===== src/rtl/mul_res_stage.sv =====
// Registered result stage behind the fp32 multiplier: 2-entry skid FIFO with IEEE class tags,
// sticky class flags and a saturating delivered-result counter.
module mul_res_stage #(
   parameter int unsigned SIGN_W = 1,
   parameter int unsigned EXPO_W = 8,
   parameter int unsigned MANT_W = 23,
   parameter int unsigned CNT_W  = 16
) (
   input  logic                              clk,
   input  logic                              rst_n,
   input  logic                              in_vld,
   output logic                              in_rdy,
   input  logic [SIGN_W+EXPO_W+MANT_W-1:0]   in_res,
   output logic                              out_vld,
   input  logic                              out_rdy,
   output logic [SIGN_W+EXPO_W+MANT_W-1:0]   out_res,
   output logic [2:0]                        out_cls,
   input  logic                              flag_clr,
   output logic                              flg_nan,
   output logic                              flg_inf,
   output logic                              flg_sub,
   output logic                              flg_zero,
   output logic [CNT_W-1:0]                  res_cnt
);

   localparam int unsigned W = SIGN_W + EXPO_W + MANT_W;
   localparam logic [CNT_W-1:0] CntMax = '1;

   logic [EXPO_W-1:0] expo;
   logic [MANT_W-1:0] mant;
   logic [2:0]        in_cls;

   logic [W-1:0] dat_q [2];
   logic [2:0]   cls_q [2];
   logic         rd_ptr_q, wr_ptr_q;
   logic [1:0]   occ_q, occ_d;
   logic         in_rdy_q;
   logic [3:0]   flg_q, flg_d, flg_set;
   logic [CNT_W-1:0] cnt_q, cnt_d;
   logic         push, pop;

   assign expo = in_res[MANT_W +: EXPO_W];
   assign mant = in_res[MANT_W-1:0];

   always_comb begin
      in_cls = 3'b000;
      if (&expo) begin
         if (mant == '0)           in_cls = 3'b011;
         else if (mant[MANT_W-1])  in_cls = 3'b100;
         else                      in_cls = 3'b101;
      end else if (expo == '0) begin
         in_cls = (mant == '0) ? 3'b001 : 3'b010;
      end
   end

   assign push = in_vld & in_rdy_q;
   assign pop  = out_vld & out_rdy;

   // in_rdy is registered from next occupancy so out_rdy never reaches the multiplier path.
   assign occ_d = occ_q + 2'(push) - 2'(pop);

   always_comb begin
      flg_set = 4'b0000;
      if (push) begin
         flg_set[3] = (in_cls == 3'b100) | (in_cls == 3'b101);
         flg_set[2] = (in_cls == 3'b011);
         flg_set[1] = (in_cls == 3'b010);
         flg_set[0] = (in_cls == 3'b001);
      end
      // Clear takes effect before a same-cycle set.
      flg_d = (flag_clr ? 4'b0000 : flg_q) | flg_set;
   end

   always_comb begin
      cnt_d = cnt_q;
      if (flag_clr)                   cnt_d = CNT_W'(pop);
      else if (pop && cnt_q != CntMax) cnt_d = cnt_q + 1'b1;
   end

   always_ff @(posedge clk or negedge rst_n) begin
      if (!rst_n) begin
         for (int i = 0; i < 2; i++) begin
            dat_q[i] <= '0;
            cls_q[i] <= 3'b000;
         end
         rd_ptr_q <= 1'b0;
         wr_ptr_q <= 1'b0;
         occ_q    <= 2'd0;
         in_rdy_q <= 1'b1;
         flg_q    <= 4'b0000;
         cnt_q    <= '0;
      end else begin
         if (push) begin
            dat_q[wr_ptr_q] <= in_res;
            cls_q[wr_ptr_q] <= in_cls;
            wr_ptr_q        <= ~wr_ptr_q;
         end
         if (pop) rd_ptr_q <= ~rd_ptr_q;
         occ_q    <= occ_d;
         in_rdy_q <= (occ_d != 2'd2);
         flg_q    <= flg_d;
         cnt_q    <= cnt_d;
      end
   end

   assign in_rdy   = in_rdy_q;
   assign out_vld  = (occ_q != 2'd0);
   assign out_res  = dat_q[rd_ptr_q];
   assign out_cls  = cls_q[rd_ptr_q];
   assign flg_nan  = flg_q[3];
   assign flg_inf  = flg_q[2];
   assign flg_sub  = flg_q[1];
   assign flg_zero = flg_q[0];
   assign res_cnt  = cnt_q;

endmodule

===== config.mk =====
export PLATFORM = sky130hd
export DESIGN_NAME = mul_res_stage
export DESIGN_NICKNAME = d
export VERILOG_FILES = /design/src/rtl/mul_res_stage.sv
export SDC_FILE = /design/constraint.sdc
export NUM_CORES = 1
export LEC_CHECK = 0
export BUFFER_PORTS_ARGS = -buffer_cell sky130_fd_sc_hd__clkbuf_2
export CAP_MARGIN = 20
export CORE_ASPECT_RATIO = 1.2
export CORE_MARGIN = 1
export CORE_UTILIZATION = 37
export DETAILED_ROUTE_END_ITERATION = 8
export PLACE_DENSITY = 0.64
export SYNTH_ARGS = -nofsm -noshare
export SYNTH_HDL_FRONTEND = slang
export SYNTH_SLANG_ARGS = --single-unit

===== constraint.sdc =====
create_clock -name clk -period 2.17 [get_ports clk]
set_input_delay 0.1085 -clock clk [delete_from_list [all_inputs] [get_ports clk]]
set_output_delay 0.1085 -clock clk [all_outputs]
set_load 0.1 [all_outputs]

==> impl_metrics.tcl, run 1 <==
set metrics [dict create \
    timing.final.crit_share_pct 93.8 \
    path_max_fanout 3 \
    antenna_found_initial 0 \
    synth_common_cells "208 x nand2_1, 94 x dfrtp_1, 36 x mux2_2, 18 x nor2_1, 15 x clkbuf_1" \
    hpwl_um 7370 \
    grt_max_degree 48 \
    drc 0 \
    row_count 43 \
    synth.net_count 515 \
    synth-edff-count 0 \
    rr_worst_depth 6 \
    cts_resized 0 \
    postRouteAntennaNets 0 \
    critPathRequiredTime_ns 2.43 \
    r2r_slack_ns 0.30 \
    core_area_um2 11600 \
    syn_area_per_cell_um2 9.29 \
    setup_tns_ns 0 \
    critPathKind "in2reg" \
    synth-seq-area-share_pct 53.9 \
    dieArea_um2 12400 \
    wirelength_um 10700 \
    fin_nets 618 \
    fin_skew_ns 0.00559 \
    vias 3621 \
    syn-cell-area_um2 4410 \
    relSlewSlack_pct 51.1 \
    grt_pass1_wl_um 17500 \
    drt-pass1-iter-count 4 \
    drtIter0Drc 226 \
    r2r-end "res_cnt[8]" \
    routedWlPerCell_um 14.5 \
    drv_cap 0 \
    synth_area_leader_cell "dfrtp_1" \
    synth_top_area_share_pct 53.3 \
    yosys_warnings 0 \
    timing.final.max_slew_violations 0 \
    setup_viol 0 \
    rsz0062_at_grt "false" \
    postCtsSetupRepairBufs 0 \
    status "completed" \
    portBuffers 93 \
    pin_count 94 \
    syn_to_final_growth_pct 37.4 \
    root_buffer "clkbuf_16" \
    synth_flop_cell "dfrtp_1" \
    diodes 0 \
    synth_cells 475 \
    fp.dieW_um 102 \
    critPathLaunchType "input pin" \
    fillers 1025 \
    path_clk_slew_ns 0.06 \
    grt_use_total_pct 18.5 \
    hold_viol_final 0 \
    cp.arrival_ns 2.30 \
    hp-class "in2reg" \
    synth_seq_cells 95 \
    fmax_mhz 491 \
    clk_latency_ns 0.34 \
    whs_path_depth 3 \
    min_delay_worst_endpoint "dat_q[8]" \
    grt_overflow 0 \
    critPathCaptureType "flip-flop" \
    htreeDepth 3 \
    grt_pass1_vias 3568 \
    drive_gt1_share_pct 30.2 \
    vias_per_cell 4.90 \
    tightestPinTransition_ns 0.733 \
    cts_buffers 9 \
    worstHoldStart "in_res[8]" \
    yosys-top-cells-area "dfrtp_1 53%, nand2_1 18%, mux2_2 9.2%" \
    cts.path.max_buffers 2 \
    clock-sinks 95 \
    place.gp.congestion 0.913 \
    reg2reg_from "res_cnt[0]" \
    start_util_pct 38.2 \
    async_flop_share_pct 100 \
    die_h_um 122 \
    ys_types 43 \
    synthMostInstantiatedCell "nand2_1" \
    cts_tree "done" \
    min_period_ns 2.04 \
]
## layer usage
layer	part of all wire [%]	vias to the layer above	GRT usage, %
met5	0	-	0
met1	44	1739	23.2
met4	1.5	0	7.25
met2	49	104	31.0
li1	-	1765	-
met3	5.3	13	3.79
## placed cells by master, fill, tap and decap left out, types with 4 or more instances in the layout
master | synthesis | layout
xnor2_1 | 8 | 8
or2_2 | 4 | 4
nor3_1 | 4 | 4
a21oi_1 | 7 | 7
dlygate4sd3_1 | 0 | 10
buf_12 | 0 | 38
nand3_1 | 4 | 4
buf_4 | 0 | 7
dfrtp_2 | 0 | 4
xor2_1 | 5 | 5
mux2_2 | 36 | 36
nand2_1 | 208 | 208
dfrtp_1 | 94 | 90
inv_1 | 5 | 5
clkbuf_2 | 0 | 57
clkbuf_16 | 0 | 9
o21ai_0 | 10 | 10
nand4_1 | 6 | 6
nor4_1 | 8 | 8
nor2_1 | 18 | 17
## layout make-up
cell class	count	area (µm²)	area share, %
clock buffer	9	225	3.71
clock inverter	6	109	1.79
inverter	6	22.5	0.371
multi-input combinational	354	1930	31.8
sequential	95	2380	39.3
tap	157	196	3.24
timing repair buffer	112	1200	19.8
## worst max-delay path by stage
stage / cells after the start / endpoint / slack [ns] / start
floorplan: 5 / res_cnt[1] / 0.0007 / res_cnt[6]
global placement: 6 / cls_q[4] / 0.23 / in_res[1]
finish: 7 / cls_q[4] / 0.13 / in_res[3]
CTS: 7 / cls_q[1] / 0.13 / in_res[3]
global route: 7 / cls_q[4] / 0.03 / in_res[3]
detailed placement: 6 / cls_q[1] / 0.28 / in_res[1]
## registers in the layout, summed over array words and instances (netlist names)
register,flops
cls_q,6
dat_q,64
flg_q,4
in_rdy,1
occ_q,2
rd_ptr_q,1
res_cnt,16
wr_ptr_q,1
## cells by family after synthesis
| kind of cell | synth area share (%) |
|---|---|
| and+or+nand+nor | 27.1 |
| DFF | 53.9 |
| muxes | 9.41 |
| AOI/OAI and AO/OA | 3.68 |
| buffers and inverters | 2.47 |
| xor gates and xnor gates | 2.58 |
| adders and majority gates | 0.850 |
## through the flow
| stage | setup slack, ns | std cells | hold WS (ns) | util [%] | cell area, µm² |
|---|---|---|---|---|---|
| after floorplan | 0.000718 | 475 | -0.187 | - | 4420 |
| after global placement | 0.230 | 714 | 0.0712 | 48.7 | 5630 |
| after detailed placement | 0.281 | 714 | 0.0778 | 48.7 | 5630 |
| after CTS | 0.128 | 739 | 0.000376 | 52.4 | 6060 |
| after global routing | 0.0347 | 739 | 0.0132 | 52.4 | 6060 |
| final | 0.135 | 739 | 0.0111 | 52.4 | 6060 |
## timing repair
action                                 CTS  global route
endpoints found under the hold margin   45             0
hold buffers                            10             0
setup endpoints to repair                0             0
## worst max-delay path, stage by stage
cell and delay [ns]:
dlygate4sd3_1 0.53, clkbuf_2 0.13, nor4_1 0.51, nand4_1 0.29, nor2_1 0.21, mux2_2 0.37
a21oi_1 0.14
Power of run 1 is left out: the tool's default activity adds up to more than one toggle a clock period on the data nets, which glitch-free logic cannot reach.
==> run 2, diff against run 1 <==
Settings changed: CELL_PAD_IN_SITES_DETAIL_PLACEMENT set to 0, CELL_PAD_IN_SITES_GLOBAL_PLACEMENT set to 1, PLACE_DENSITY 0.64 to 0.79, SLEW_MARGIN set to 15.
==> run 2 against run 1 <==
Net effect:
- sequential share of layout area rose by 3.8 points
- cell count increased by 0.95%
- hold slack got worse by 0.010 ns
- die area stayed put
==> impl_metrics.tcl, run 2 (same netlist as run 1, synthesis figures left out) <==
set metrics [dict create \
    final_area_um2 5540 \
    diodes 0 \
    clk_latency_ns 0.34 \
    fin_skew_ns 0.00454 \
    vias_per_cell 4.87 \
    place_area_um2 5090 \
    hpwl_um 7060 \
    relSlewSlack_pct 48.2 \
    drtIter0Drc 168 \
    grt_util_met2_pct 29.5 \
    rsz0062_at_grt "false" \
    postCtsSetupRepairBufs 0 \
    root_buffer "clkbuf_16" \
    dieArea_um2 12400 \
    use_met1_pct 23.9 \
    drt-pass1-iter-count 4 \
    grt_overflow 0 \
    setup_tns_ns 0 \
    start_util_pct 38.2 \
    path_clk_slew_ns 0.06 \
    tightestPinTransition_ns 0.776 \
    fp.dieW_um 102 \
    path_max_fanout 3 \
    setup_viol 0 \
    drv_cap 0 \
    cts.path.max_buffers 2 \
    setup_ws_ns 0.260 \
    min_period_ns 1.91 \
    final_common_cell "nand2_1" \
    cts_tree "done" \
    drive_gt1_share_pct 29.9 \
    cp.arrival_ns 2.18 \
    layout_common_cells "208 x nand2_1, 92 x clkbuf_2, 89 x dfrtp_1" \
    grt_pass1_vias 3525 \
    row_count 43 \
    critPathCaptureType "flip-flop" \
    critPathLaunchType "input pin" \
    hp-class "in2reg" \
    pin_count 94 \
    timing.final.max_slew_violations 0 \
    htreeDepth 3 \
    place_ws_ns 0.305 \
    syn_to_final_growth_pct 25.4 \
    hold_viol_final 0 \
    place.gp.congestion 0.873 \
    top_usage_layer "met2" \
    antenna_found_initial 0 \
    wirelength_um 10600 \
    grt_max_degree 47 \
    clock-sinks 95 \
    grt_pass1_wl_um 17300 \
    fillers 1109 \
    fin_nets 625 \
    cts_buffers 9 \
    largest_reg_flops 64 \
    critPathKind "in2reg" \
    top_register "dat_q" \
    routedWlPerCell_um 14.2 \
    status "completed" \
    postRouteAntennaNets 0 \
    core_area_um2 11600 \
    drc 0 \
    use_met3_pct 4.59 \
    portBuffers 93 \
    grt_use_total_pct 18.2 \
    vias 3634 \
    die_h_um 122 \
    timing.final.crit_share_pct 88.0 \
    fmax_mhz 524 \
    critPathRequiredTime_ns 2.44 \
]
==> run 2: cell types whose count changed in the layout (fill, tap and decap cells not counted), moves of 2 or more <==
| cell | previous run | this run |
|---|---|---|
| buf_12 | 38 | 1 |
| buf_4 | 7 | 10 |
| bufinv_16 | 3 | 1 |
| clkbuf_1 | 0 | 3 |
| clkbuf_2 | 57 | 92 |
| clkinv_2 | 2 | 0 |
| clkinvlp_4 | 0 | 2 |
| dlygate4sd3_1 | 10 | 16 |
==> run 2: final timing paths <==
path                       slack [ns]    endpoint  depth (start not counted)        from
setup / recovery                 0.26    cls_q[4]                          7   in_res[1]
hold / removal                  0.001    dat_q[9]                          3   in_res[9]
setup reg to reg                 0.30  res_cnt[8]                          6  res_cnt[0]
hold reg to reg                  0.47   dat_q[26]                          2   dat_q[26]
max in group asynchronous        1.12      in_rdy                          3       rst_n
min in group asynchronous        0.31   dat_q[60]                          2       rst_n
==> run 2: stage by stage <==
step / instances / hold WS [ns] / utilization [%]
after floorplan: 475 / -0.187 / -
after detailed placement: 715 / 0.151 / 44.0
final: 746 / 0.00109 / 47.9
after global routing: 746 / 0.00298 / 47.9
after global placement: 715 / 0.143 / 44.0
after CTS: 746 / 0.0000269 / 47.8
==> run 2: layout make-up <==
class,count,area (µm²),area share [%]
inverter,6,22.5,0.407
clock buffer,12,236,4.27
timing repair buffer,119,716,12.9
tap,157,196,3.55
multi-input combinational,354,1940,35.0
sequential,95,2380,43.1
clock inverter,3,45.0,0.814
==> run 2: per-layer routing <==
metal,share of wire [%],wire (µm),vias up
li1,-,-,1781
met1,45,4790,1739
met2,48,5050,103
met3,6.1,652,11
met4,1.2,127,0
met5,0,0,-
==> run 2: critical path, cell delays in order <==
cell           delay [ns]
dlygate4sd3_1        0.54
clkbuf_2             0.14
nor4_2               0.42
nand4_1              0.26
nor2_1               0.21
mux2_2               0.37
a21oi_1              0.14
==> run 2: repair_timing <==
| item | CTS | global route |
|---|---|---|
| endpoints found under the setup margin | 0 | 2 |
| gates resized for setup | 0 | 1 |
| endpoints found under the hold margin | 66 | 0 |
| hold buffers | 16 | 0 |
Power of run 2 is left out for the same reason.
==> run 3, diff against run 2 <==
--- a/config.mk
+++ b/config.mk
@@ -6,5 +6,5 @@
 export NUM_CORES = 1
 export LEC_CHECK = 0
-export BUFFER_PORTS_ARGS = -buffer_cell sky130_fd_sc_hd__clkbuf_2
+export BUFFER_PORTS_ARGS = -buffer_cell sky130_fd_sc_hd__buf_4
 export CAP_MARGIN = 20
 export CELL_PAD_IN_SITES_DETAIL_PLACEMENT = 0
==> constraint.sdc (replaced) <==
create_clock -name clk -period 2.17 [get_ports clk]
set_input_delay 0 -clock clk [delete_from_list [all_inputs] [get_ports clk]]
set_output_delay 0 -clock clk [all_outputs]
set_load 0.1 [all_outputs]
==> run 3 against run 2 <==
Net effect:
- hold slack better by 0.14 ns
- non-clock buffer count is 16 higher
- cell area increased by 7.4%
- clock skew is 0.0028 ns higher
- register-to-register slack improved by 0.02 ns
- utilization rose by 3.5 points
- critical endpoint is now cls_q[1]
- largest cell class unchanged
- highest routed layer unchanged
==> impl_metrics.tcl, run 3 (same netlist as run 1, synthesis figures left out) <==
set metrics [dict create \
    cts.path.max_buffers 2 \
    endpoint "cls_q[1]" \
    die_h_um 122 \
    fmax_mhz 518 \
    drt-pass1-iter-count 4 \
    grt_pass1_vias 3820 \
    timing.final.max_slew_violations 0 \
    portBuffers 93 \
    drtIter0Drc 121 \
    whs_path_depth 4 \
    critPathSlowestCell "dlygate4sd3_1" \
    fillers 1071 \
    grt_pass1_wl_um 18100 \
    final_common_cell "nand2_1" \
    tightestPinTransition_ns 0.743 \
    pin_count 94 \
    fin_skew_ns 0.00732 \
    path_clk_slew_ns 0.07 \
    critPathRequiredTime_ns 2.44 \
    grt_max_degree 47 \
    r2r-end "res_cnt[8]" \
    hpwl_um 7350 \
    status "completed" \
    antenna_found_initial 0 \
    root_buffer "clkbuf_16" \
    grt_overflow 0 \
    setup_viol 0 \
    rr_worst_depth 6 \
    fin_nets 641 \
    drive_gt1_share_pct 29.2 \
    drc 0 \
    reg2reg_from "res_cnt[0]" \
    placed_cells 713 \
    start_util_pct 38.2 \
    vias_per_cell 4.83 \
    place.gp.congestion 0.858 \
    top_register "dat_q" \
    layout_common_cells "208 x nand2_1, 100 x buf_4, 89 x dfrtp_1" \
    hold_viol_final 0 \
    cts_tree "done" \
    rsz0062_at_grt "false" \
    critPathKind "in2reg" \
    hp-class "in2reg" \
    wirelength_um 11400 \
    vias 3687 \
    cp-startpoint "in_res[1]" \
    timing.final.crit_share_pct 88.9 \
    cp.arrival_ns 2.20 \
    critPathLaunchType "input pin" \
    core_area_um2 11600 \
    routedWlPerCell_um 14.9 \
    fp.dieW_um 102 \
    syn_to_final_growth_pct 34.7 \
    diodes 0 \
    path_max_fanout 5 \
    row_count 43 \
    setup_tns_ns 0 \
    grt_use_total_pct 19.1 \
    relSlewSlack_pct 50.5 \
    htreeDepth 3 \
    stdcell_count 763 \
    path_cells "dlygate4sd3_1 -> buf_4 -> nor4_2 -> nand4_1 -> nor2_1 -> mux2_2 -> a21oi_1" \
    critPathCaptureType "flip-flop" \
    cts_buffers 9 \
    postRouteAntennaNets 0 \
    clk_latency_ns 0.34 \
    dieArea_um2 12400 \
    postCtsSetupRepairBufs 0 \
    largest_reg_flops 64 \
    clock-sinks 95 \
    drv_cap 0 \
    min_period_ns 1.93 \
    cpPeakStageDelay_ns 0.55 \
    r2r_slack_ns 0.32 \
]
run 3: changes by cell type in the layout (fill, tap and decap cells not counted):
cell / change
buf_4: +90
bufinv_16: -1
clkbuf_1: -2
clkbuf_2: -92
clkbuf_8: +3
clkinv_4: +1
clkinvlp_4: -1
dlygate4sd3_1: +18
inv_6: +1
run 3: worst min path at each step:
| stage | slack [ns] | startpoint | end |
|---|---|---|---|
| after global routing | 0.16 | out_rdy | rd_ptr_q |
| after detailed placement | 0.06 | rst_n | dat_q[26] |
| after floorplan | -0.30 | rst_n | cls_q[0] |
| after global placement | 0.04 | rst_n | dat_q[26] |
| final | 0.14 | in_vld | wr_ptr_q |
| after CTS | 0.13 | out_rdy | rd_ptr_q |
run 3: layer usage:
metal	GRT usage, %	wire length [µm]
met3	5.05	527
met5	0	0
met4	5.07	132
met1	23.4	5010
met2	33.0	5710
run 3: worst max-delay path: cells and delay by family:
family / cells / cell delay [ns]
AO/OA/AOI/OAI: 1 / 0.14
buffers and inverters: 2 / 0.70
multiplexers: 1 / 0.39
AND/OR/NAND/NOR: 3 / 0.98
run 3: repair_timing:
item,CTS,global route
hold buffers,34,0
gates resized for setup,0,1
endpoints found under the setup margin,0,2
hold endpoints to repair,112,0
run 3: layout make-up:
class                           count  area [µm²]  area share, %
Clock inverter                      3        25.0          0.421
Sequential cell                    95        2380           40.1
Multi-Input combinational cell    354        1940           32.6
Timing Repair Buffer              135        1110           18.7
Inverter                            6        22.5          0.379
Tap cell                          157         196           3.30
Clock buffer                       13         270           4.55
run 3: per-stage QoR:
step                util [%]  hold WS, ns  instance area, µm²  setup WS, ns
floorplan                  -       -0.296                4420      0.000718
global placement        45.9       0.0448                5300         0.293
detailed placement      45.9       0.0562                5300         0.279
CTS                     51.3        0.135                5940        0.0611
global route            51.4        0.155                5950         0.125
finish                  51.4        0.138                5950         0.240
Power of run 3 is left out for the same reason.
